$ cat src/rtl/dac_sched_pkg.sv
// Shared types and helpers for the serial-DAC load scheduler: FSM states,
// word-width encoding and the round/saturate step applied when a word is loaded.
package dac_sched_pkg;

    localparam int SAMPLE_W = 24;

    typedef enum logic [2:0] {
        ST_IDLE,
        ST_LOAD,
        ST_SHIFT,
        ST_LATCH,
        ST_GAP
    } state_e;

    localparam logic [1:0] WSEL_16 = 2'd0;
    localparam logic [1:0] WSEL_18 = 2'd1;
    localparam logic [1:0] WSEL_20 = 2'd2;
    localparam logic [1:0] WSEL_24 = 2'd3;

    function automatic logic [4:0] width_bits(input logic [1:0] sel);
        case (sel)
            WSEL_16: return 5'd16;
            WSEL_18: return 5'd18;
            WSEL_20: return 5'd20;
            default: return 5'd24;
        endcase
    endfunction

    // Result stays left-justified in SAMPLE_W bits; the caller ships the top n bits.
    function automatic logic [SAMPLE_W-1:0] round_sat(input logic [SAMPLE_W-1:0] x,
                                                      input logic [4:0]          n,
                                                      input logic                rnd_en);
        logic [SAMPLE_W:0] sum;
        logic [4:0]        drop;
        if (!rnd_en || n >= 5'(SAMPLE_W)) begin
            return x;
        end
        drop = 5'(SAMPLE_W) - n;
        sum  = {x[SAMPLE_W-1], x} + ({{SAMPLE_W{1'b0}}, 1'b1} << (drop - 5'd1));
        // Sign bit 0 with bit SAMPLE_W-1 set means a positive value wrapped past full scale.
        if (sum[SAMPLE_W:SAMPLE_W-1] == 2'b01) begin
            return {1'b0, {(SAMPLE_W-1){1'b1}}};
        end
        return sum[SAMPLE_W-1:0];
    endfunction

endpackage

$ cat src/rtl/sample_fifo2.sv
// Two-entry sample queue: valid/ready push side, pop/empty side with the
// head word always visible on data_o.
module sample_fifo2 #(
    parameter int W = 24
) (
    input  logic         clk_i,
    input  logic         rst_i,
    input  logic         valid_i,
    input  logic [W-1:0] data_i,
    output logic         ready_o,
    input  logic         pop_i,
    output logic         empty_o,
    output logic [W-1:0] data_o
);

    logic [W-1:0] mem_q [2];
    logic [W-1:0] mem_d [2];
    logic         wr_ptr_q, wr_ptr_d;
    logic         rd_ptr_q, rd_ptr_d;
    logic [1:0]   count_q, count_d;
    logic         push;
    logic         pop;

    assign ready_o = (count_q != 2'd2);
    assign empty_o = (count_q == 2'd0);
    assign data_o  = mem_q[rd_ptr_q];
    assign push    = valid_i & ready_o;
    assign pop     = pop_i & ~empty_o;

    // NOTE: every _d gets a default before any branch, so no path can infer a latch.
    always_comb begin
        mem_d    = mem_q;
        wr_ptr_d = wr_ptr_q;
        rd_ptr_d = rd_ptr_q;
        count_d  = count_q;
        if (push) begin
            mem_d[wr_ptr_q] = data_i;
            wr_ptr_d        = ~wr_ptr_q;
        end
        if (pop) begin
            rd_ptr_d = ~rd_ptr_q;
        end
        case ({push, pop})
            2'b10:   count_d = count_q + 2'd1;
            2'b01:   count_d = count_q - 2'd1;
            default: count_d = count_q;
        endcase
    end

    // NOTE: non-blocking assignments so every flop samples pre-edge values.
    always_ff @(posedge clk_i or posedge rst_i) begin
        if (rst_i) begin
            wr_ptr_q <= 1'b0;
            rd_ptr_q <= 1'b0;
            count_q  <= 2'd0;
        end else begin
            wr_ptr_q <= wr_ptr_d;
            rd_ptr_q <= rd_ptr_d;
            count_q  <= count_d;
        end
    end

    // NOTE: storage is not reset; count_q keeps stale entries from ever being read.
    always_ff @(posedge clk_i) begin
        mem_q <= mem_d;
    end

endmodule

$ cat src/rtl/dac_load_sched.sv
// Serial-DAC load scheduler: round-robin between the L and R queues, one shared
// MSB-first shift engine, then a per-channel active-low latch-enable pulse.
module dac_load_sched
    import dac_sched_pkg::*;
#(
    parameter int FRAME = SAMPLE_W,
    parameter int LE_W  = 2,
    parameter int GAP   = 1
) (
    input  logic             bck_i,
    input  logic             rst_i,
    input  logic [1:0]       width_sel_i,
    input  logic             rnd_en_i,
    input  logic             l_valid_i,
    input  logic [FRAME-1:0] l_data_i,
    output logic             l_ready_o,
    input  logic             r_valid_i,
    input  logic [FRAME-1:0] r_data_i,
    output logic             r_ready_o,
    output logic             sdo_o,
    output logic [1:0]       le_o,
    output logic             busy_o,
    output logic             active_ch_o
);

    localparam int CNT_MAX_A = (LE_W > GAP) ? LE_W : GAP;
    localparam int CNT_MAX   = (CNT_MAX_A > FRAME) ? CNT_MAX_A : FRAME;
    localparam int CNT_W     = $clog2(CNT_MAX + 1);

    state_e           state_q, state_d;
    logic             pick_q, pick_d;
    logic             active_q, active_d;
    logic             last_q, last_d;
    logic             sdo_q, sdo_d;
    logic [1:0]       le_q, le_d;
    logic [FRAME-1:0] sr_q, sr_d;
    logic [CNT_W-1:0] cnt_q, cnt_d;
    logic [4:0]       nbits_q, nbits_d;

    logic             l_pop, r_pop;
    logic             l_empty, r_empty;
    logic [FRAME-1:0] l_head, r_head;
    logic [FRAME-1:0] word;
    logic             decide;

    sample_fifo2 #(.W(FRAME)) u_l_fifo (
        .clk_i   (bck_i),
        .rst_i   (rst_i),
        .valid_i (l_valid_i),
        .data_i  (l_data_i),
        .ready_o (l_ready_o),
        .pop_i   (l_pop),
        .empty_o (l_empty),
        .data_o  (l_head)
    );

    sample_fifo2 #(.W(FRAME)) u_r_fifo (
        .clk_i   (bck_i),
        .rst_i   (rst_i),
        .valid_i (r_valid_i),
        .data_i  (r_data_i),
        .ready_o (r_ready_o),
        .pop_i   (r_pop),
        .empty_o (r_empty),
        .data_o  (r_head)
    );

    // 0 = L, 1 = R; with both pending the channel not served last wins.
    function automatic logic arb_pick(input logic l_pend, input logic r_pend, input logic last);
        if (l_pend) begin
            return r_pend ? ~last : 1'b0;
        end
        return 1'b1;
    endfunction

    always_comb begin
        state_d  = state_q;
        pick_d   = pick_q;
        active_d = active_q;
        last_d   = last_q;
        sdo_d    = sdo_q;
        le_d     = le_q;
        sr_d     = sr_q;
        cnt_d    = cnt_q;
        nbits_d  = nbits_q;
        l_pop    = 1'b0;
        r_pop    = 1'b0;
        word     = '0;
        decide   = 1'b0;

        case (state_q)
            ST_IDLE: begin
                decide = 1'b1;
            end
            ST_LOAD: begin
                l_pop    = ~pick_q;
                r_pop    = pick_q;
                active_d = pick_q;
                last_d   = pick_q;
                nbits_d  = width_bits(width_sel_i);
                word     = round_sat(pick_q ? r_head : l_head, nbits_d, rnd_en_i);
                sdo_d    = word[FRAME-1];
                sr_d     = {word[FRAME-2:0], 1'b0};
                cnt_d    = CNT_W'(1);
                state_d  = ST_SHIFT;
            end
            ST_SHIFT: begin
                if (cnt_q == CNT_W'(nbits_q)) begin
                    sdo_d          = 1'b0;
                    le_d[active_q] = 1'b0;
                    cnt_d          = CNT_W'(1);
                    state_d        = ST_LATCH;
                end else begin
                    sdo_d = sr_q[FRAME-1];
                    sr_d  = {sr_q[FRAME-2:0], 1'b0};
                    cnt_d = cnt_q + CNT_W'(1);
                end
            end
            ST_LATCH: begin
                if (cnt_q == CNT_W'(LE_W)) begin
                    le_d  = 2'b11;
                    cnt_d = CNT_W'(1);
                    if (GAP > 0) begin
                        state_d = ST_GAP;
                    end else begin
                        decide = 1'b1;
                    end
                end else begin
                    cnt_d = cnt_q + CNT_W'(1);
                end
            end
            ST_GAP: begin
                if (cnt_q == CNT_W'(GAP)) begin
                    decide = 1'b1;
                end else begin
                    cnt_d = cnt_q + CNT_W'(1);
                end
            end
            default: state_d = ST_IDLE;
        endcase

        if (decide) begin
            if (!l_empty || !r_empty) begin
                state_d = ST_LOAD;
                pick_d  = arb_pick(!l_empty, !r_empty, last_q);
            end else begin
                state_d = ST_IDLE;
            end
        end
    end

    always_ff @(posedge bck_i or posedge rst_i) begin
        if (rst_i) begin
            state_q  <= ST_IDLE;
            pick_q   <= 1'b0;
            active_q <= 1'b0;
            last_q   <= 1'b1;
            sdo_q    <= 1'b0;
            le_q     <= 2'b11;
            sr_q     <= '0;
            cnt_q    <= '0;
            nbits_q  <= 5'd16;
        end else begin
            state_q  <= state_d;
            pick_q   <= pick_d;
            active_q <= active_d;
            last_q   <= last_d;
            sdo_q    <= sdo_d;
            le_q     <= le_d;
            sr_q     <= sr_d;
            cnt_q    <= cnt_d;
            nbits_q  <= nbits_d;
        end
    end

    assign sdo_o       = sdo_q;
    assign le_o        = le_q;
    assign busy_o      = (state_q != ST_IDLE);
    assign active_ch_o = active_q;

endmodule

$ cat config.mk
export PLATFORM = sky130hd
export DESIGN_NAME = dac_load_sched
export DESIGN_NICKNAME = d
export VERILOG_FILES = /design/src/rtl/dac_sched_pkg.sv /design/src/rtl/sample_fifo2.sv /design/src/rtl/dac_load_sched.sv
export SDC_FILE = /design/constraint.sdc
export NUM_CORES = 1
export LEC_CHECK = 0
export ABC_AREA = 1
export CORE_UTILIZATION = 55
export CTS_BUF_LIST = sky130_fd_sc_hd__clkbuf_2
export DETAILED_ROUTE_END_ITERATION = 10
export GPL_ROUTABILITY_DRIVEN = 0
export PLACE_DENSITY_LB_ADDON = 0.1
export SKIP_LAST_GASP = 1
export SLEW_MARGIN = 15
export SYNTH_ARGS = -nofsm -noshare
export SYNTH_HDL_FRONTEND = slang
export SYNTH_SLANG_ARGS = --single-unit
$ cat constraint.sdc
create_clock -name bck_i -period 3.61 [get_ports bck_i]
set_clock_uncertainty 0.1 [all_clocks]
set_input_delay 0.722 -clock bck_i [delete_from_list [all_inputs] [get_ports bck_i]]
set_output_delay 0.722 -clock bck_i [all_outputs]
set_load 0.05 [all_outputs]
==> metrics.cfg, run 1 <==
[clock_tree]
cts.sinks=144
cts_htree_levels=4
clockRootBuffer=clkbuf_2
cts_buffers=17
clk_latency_ns=0.74
holdBufCountCts=0
cts_tree=yes
cts_setup_buffers=0
cts_buffer_depth=2
cts-resized-gates=0
clkTransAtPathRegs_ns=0.23

[global_routing]
grt_pass1_vias=5811
grt_pass1_wl_um=27900
gr-total-overflow=0
grt_max_degree=49
track_usage=0.2541
antenna_found_initial=1

[drt]
vias_per_cell=5.272
wl_per_cell_um=15.07
vias=5999
postRouteAntennaNets=0
wirelength_um=17150
drt_iter0_markers=506
drcViolationCount=0
firstDrtPassIters=8

[synthesis]
ys_warn_count=0
postSynth.asyncResetShare=0.3333
synthCells=869
synth_ff_type=edfxtp_1
synth_area_sq_um=7636
synth_edf_count=96
postSynthAreaPerCell_sq_um=8.787
netlist-cell-type-count=42
seq_area_frac_synth=0.5353
synth_seq_cells=144

[floorplanning]
fp.dieW_um=119.8
rows=42
core_area_sq_um=13400
io_pins=62
die_h_um=119.8
initial_utilization=0.5698
dieArea_sq_um=14360

[critical_path]
crit_family=simple AND/OR/NAND/NOR gates
required_ns=4.16
path_cells=buf_4 > nor2_1 > o22ai_1 > ha_1 > nand3_4 > nor2_4 > nand2_2 > nor2_2 > nand2_1 > nand4_1 > nand2_2 > nand3_2 > nand2_1 > inv_2 > nand2_1 > nand2_1 > nand2_1
worst_setup_path_end_kind=flip-flop
crit_slowest_cell=dfrtp_1
r2r_start=u_l_fifo.rd_ptr_q
worst_ep_arrival_time_ns=3.83
cp_slowest_stage_delay_ns=0.72
crit_fanout=16
startpoint_type=flip-flop
crit_buf_inv=2
critical_path_class=reg -> reg
crit_start=u_l_fifo.rd_ptr_q
cp_common_cell=nand2_1

[cells_and_area]
fin_nets=1020
post-route-util=0.6509
area.growth.synth_to_final_pct=14.22
final_cell_mix=nand2_1, nor2_1, edfxtp_1
final_common_cell=nand2_1
design_area_sq_um=8722
layout-drive-gt1-share=0.1063

[sta]
rsz0062_at_grt=no
tightest_slew_ns=0.9805
fin_crit_ns=3.285
clock.fmax_ghz=0.3045
hold_violations=0
setup_tns_ns=0
fin_crit_sh=0.9098
fin_ws_ns=0.3255
drv_slew=0
slew_headroom=0.3454
setup_viol=0

[placed_design]
post-dp-hpwl_um=12650
portBuffers=61
place_area_sq_um=8452
pre_cts_slack_ns=0.3095

[pwr]
pwr_density_cell_nw_per_um2=916.8
comb_power_share=0.547
pwr-share-seq=0.325
power_leakage_nw=3.864
p_int_mw=4.172
swShare=0.4782
p_sw_mw=3.824
power_mw=7.996
p_clk_frac=0.128
vdd_drop_max_v=0.0003991

[flow_run]
cap_violations=0

[worst_hold_path]
min_path_type=in -> async

[outcome]
status=complete, no violations

power groups by stage:
| stage | Combinational, mW | Clock [mW] | Sequential, mW |
|---|---|---|---|
| 6_report | 4.37 | 1.02 | 2.60 |
| 5_1_grt | 4.89 | 1.10 | 2.66 |
| 4_1_cts | 4.31 | 1.04 | 2.60 |
| 3_5_place_dp | 4.29 | 0 | 2.64 |
| 3_3_place_gp | 4.21 | 0 | 2.62 |
| 2_1_floorplan | 3.29 | 0 | 2.62 |
state kept, by name (all words and copies together) (netlist names):
register and flops:
cnt_q 5, le_o 2, sdo_o 1, u_r_fifo.rd_ptr_q 1, u_r_fifo.wr_ptr_q 1, u_l_fifo.mem_q 48
u_l_fifo.wr_ptr_q 1, state_q 3, u_r_fifo.count_q 2, active_ch_o 1, nbits_q 3, u_l_fifo.rd_ptr_q 1
u_r_fifo.mem_q 48, u_l_fifo.count_q 2, pick_q 1, sr_q 23, last_q 1
final cells by class:
class / count / area (sq um)
inverters: 72 / 282.8
multi-input cells: 635 / 3131
fillers: 1134 / 4678
clock inverters: 14 / 175.2
diodes: 2 / 5.005
well taps: 176 / 220.2
flip-flops and latches: 144 / 4088
clock buffers: 18 / 90.09
repair buffers: 77 / 730.7
Yosys cell counts (11+ instances only):
cell type,instances,share of area
a21oi_1,22,0.014
clkbuf_1,13,0.0064
dfrtp_1,45,0.15
edfxtp_1,96,0.38
ha_1,18,0.029
inv_1,66,0.032
nand2_1,269,0.13
nand2_2,13,0.011
nand3_1,51,0.033
nand3_2,18,0.024
nor2_1,116,0.057
o21ai_0,45,0.029
o22ai_1,13,0.011
xnor2_1,11,0.013
xor2_1,12,0.014
cells by family after synthesis:
logic type	count (synthesis)	synth area share
and+or+nand+nor	493	0.2822
DFF	144	0.5353
buffers and inverters	98	0.05997
AOI/OAI and AO/OA	92	0.06620
xor gates and xnor gates	23	0.02638
adders and majority gates	18	0.02949
other	1	0.0004911
per-stage QoR:
| stage | hold slack (ns) | std cells |
|---|---|---|
| final | 0.3912 | 1138 |
| after global routing | 0.3758 | 1137 |
| after CTS | 0.3896 | 1136 |
| after detailed placement | 0.3654 | 1104 |
| after global placement | 0.3529 | 1104 |
| after floorplan | 0.3442 | 877 |
worst paths after layout:
path | endpoint | slack (ns) | cells past startpoint
setup / recovery | sr_q[13] | 0.33 | 17
hold / removal | cnt_q[1] | 0.39 | 2
setup reg to reg | sr_q[13] | 0.33 | 17
hold reg to reg | last_q | 0.39 | 2
max in group asynchronous | u_r_fifo.rd_ptr_q | 2.38 | 2
min in group bck_i | last_q | 0.39 | 2
routing by layer:
| metal | track usage | vias up | routed length [um] |
|---|---|---|---|
| met4 | 0.07734 | 0 | 216 |
| li1 | - | 3002 | - |
| met3 | 0.04848 | 20 | 923 |
| met2 | 0.4129 | 172 | 8274 |
| met1 | 0.3461 | 2805 | 7738 |
| met5 | 0 | - | 0 |
No activity file was read; power rests on OpenSTA's default activity.
==> run 2: changes to the inputs <==
--- a/config.mk
+++ b/config.mk
@@ -7,9 +7,11 @@
 export LEC_CHECK = 0
 export ABC_AREA = 1
 export CORE_UTILIZATION = 55
-export CTS_BUF_LIST = sky130_fd_sc_hd__clkbuf_2
+export CTS_BUF_LIST = sky130_fd_sc_hd__clkbuf_4 sky130_fd_sc_hd__clkbuf_8 sky130_fd_sc_hd__clkbuf_16
+export CTS_CLUSTER_SIZE = 10
 export DETAILED_ROUTE_END_ITERATION = 10
 export GPL_ROUTABILITY_DRIVEN = 0
+export HOLD_SLACK_MARGIN = 0.15
 export PLACE_DENSITY_LB_ADDON = 0.1
 export SKIP_LAST_GASP = 1
 export SLEW_MARGIN = 15
==> metrics.cfg, run 2 (synthesized netlist as in run 1, its figures left out) <==
[clock_tree]
clockRootBuffer=clkbuf_16  ; was clkbuf_2
cts_tree=yes  ; unchanged
cts_buffers=17  ; unchanged
cts.sinks=144  ; unchanged
holdBufCountCts=0  ; unchanged
clkTransAtPathRegs_ns=0.06  ; was 0.23 ns
cts_htree_levels=4  ; unchanged
clk_latency_ns=0.42  ; was 0.74 ns
cts-resized-gates=0  ; unchanged
cts_setup_buffers=0  ; unchanged
cts_buffer_depth=2  ; unchanged

[critical_path]
crit_fanout=16  ; unchanged
crit_family=simple AND/OR/NAND/NOR gates  ; unchanged
cp_slowest_stage_delay_ns=0.67  ; was 0.72 ns
cp_common_cell=nand2_1  ; unchanged
worst_ep_arrival_time_ns=3.51  ; was 3.83 ns
required_ns=3.81  ; was 4.16 ns
worst_setup_path_end_kind=flip-flop  ; unchanged
critical_path_class=reg -> reg  ; unchanged
crit_slowest_cell=dfrtp_1  ; unchanged
crit_buf_inv=2  ; unchanged
path_cells=buf_4 > nor2_1 > o22ai_1 > ha_1 > nand3_4 > nor2_4 > nand2_2 > nor2_2 > nand2_1 > nand4_1 > nand2_2 > nand3_2 > nand2_1 > inv_2 > nand2_1 > nand2_1 > nand2_1  ; unchanged
startpoint_type=flip-flop  ; unchanged

[sta]
fin_crit_ns=3.307  ; was 3.285 ns
tightest_slew_ns=0.9857  ; was 0.9805 ns
setup_viol=0  ; unchanged
slew_headroom=0.3419  ; was 0.3454
rsz0062_at_grt=no  ; unchanged
drv_slew=0  ; unchanged
setup_tns_ns=0  ; unchanged
hold_violations=0  ; unchanged
clock.fmax_ghz=0.3024  ; was 0.3045 GHz
fin_crit_sh=0.9161  ; was 0.9098

[cells_and_area]
multi_input_area_sq_um=3131  ; unchanged
n_antenna_cell=0  ; was 2
fin_nets=1020  ; unchanged
final_common_cell=nand2_1  ; unchanged
post-route-util=0.6761  ; was 0.6509
nFillCells=1075  ; was 1,134
area.growth.synth_to_final_pct=18.65  ; was 14.22%
reg_top3=u_l_fifo.mem_q x48, u_r_fifo.mem_q x48, sr_q x23  ; unchanged
final_cell_mix=nand2_1, nor2_1, edfxtp_1  ; unchanged
seqCellArea_sq_um=4088  ; unchanged
layout-drive-gt1-share=0.1063  ; unchanged

[floorplanning]
io_pins=62  ; unchanged
dieArea_sq_um=14360  ; unchanged
die_h_um=119.8  ; unchanged
core_area_sq_um=13400  ; unchanged
fp.dieW_um=119.8  ; unchanged
rows=42  ; unchanged
initial_utilization=0.5698  ; unchanged

[pwr]
power_leakage_nw=4.003  ; was 3.864 nW
swShare=0.4453  ; was 0.4782
pwr_density_cell_nw_per_um2=972.3  ; was 916.8 nW/um^2
p_sw_mw=3.922  ; was 3.824 mW
pwr-share-seq=0.297  ; was 0.325
p_int_mw=4.886  ; was 4.172 mW
p_clk_frac=0.205  ; was 0.128
vdd_drop_max_v=0.0005078  ; was 0.0003991 V
comb_power_share=0.498  ; was 0.547

[global_routing]
grt_pass1_wl_um=28160  ; was 27,900 um
antenna_found_initial=0  ; was 1
grt_max_degree=49  ; unchanged
gr-total-overflow=0  ; unchanged
track_usage=0.2573  ; was 0.2541
grt_pass1_vias=5863  ; was 5,811

[placed_design]
portBuffers=61  ; unchanged
post-dp-hpwl_um=12650  ; unchanged

[drt]
vias=6047  ; was 5,999
wl_per_cell_um=15.39  ; was 15.07 um
drt_iter0_markers=481  ; was 506
firstDrtPassIters=8  ; unchanged
wirelength_um=17480  ; was 17,150 um
drcViolationCount=0  ; unchanged
postRouteAntennaNets=0  ; unchanged
vias_per_cell=5.323  ; was 5.272

[worst_hold_path]
min_path_type=reg -> reg  ; was in -> async

[flow_run]
cap_violations=0  ; unchanged

[outcome]
status=complete, no violations  ; unchanged

[run 2: cell count changes in the layout (fill, tap and decap cells not counted), sizes merged]
cell   delta
diode     -2
[run 2: cell type report]
type	instances	area share
Sequential cell	144	0.4512
Tap cell	176	0.02431
Inverter	72	0.03121
Multi-Input combinational cell	635	0.3455
Clock buffer	18	0.04778
Clock inverter	14	0.01933
Timing Repair Buffer	77	0.08065
[run 2: path summary, 6_finish.rpt]
check,slack [ns],cells past startpoint,start,endpoint
max in group asynchronous,2.04,2,rst_i,sr_q[16]
worst min-delay path,0.37,2,last_q,last_q
worst max register to register,0.30,17,u_l_fifo.rd_ptr_q,sr_q[13]
worst min register to register,0.37,2,last_q,last_q
min in group asynchronous,0.76,2,rst_i,cnt_q[1]
worst max-delay path,0.30,17,u_l_fifo.rd_ptr_q,sr_q[13]
[run 2: tightest hold or removal path, stage by stage (launching register included)]
cell and delay, ns:
dfstp_2 0.37, nand2_1 0.05, nand2_1 0.05
[run 2: routing by layer]
layer / vias up / GRT usage / part of all wire
li1: 3001 / - / -
met1: 2844 / 0.3428 / 0.44
met2: 186 / 0.4270 / 0.49
met3: 16 / 0.05228 / 0.058
met4: 0 / 0.07266 / 0.0093
met5: - / 0 / 0
[run 2: through the flow]
stage	instances	cell area (sq um)	setup WS (ns)	hold slack [ns]	power, mW
2_1_floorplan	877	7666	0.8487	0.3442	5.904
3_3_place_gp	1104	8452	0.3477	0.3529	6.834
3_5_place_dp	1104	8452	0.3095	0.3654	6.929
4_1_cts	1136	9060	0.3352	0.3784	8.755
5_1_grt	1136	9060	0.02854	0.3917	9.468
6_report	1136	9060	0.3029	0.3725	8.809
[run 2: power by group through the flow]
stage / sequential (mW) / clock (mW) / combinational [mW]
global placement: 2.62 / 0 / 4.21
global route: 2.67 / 1.90 / 4.90
CTS: 2.61 / 1.83 / 4.31
detailed placement: 2.64 / 0 / 4.29
finish: 2.62 / 1.81 / 4.38
floorplan: 2.62 / 0 / 3.29
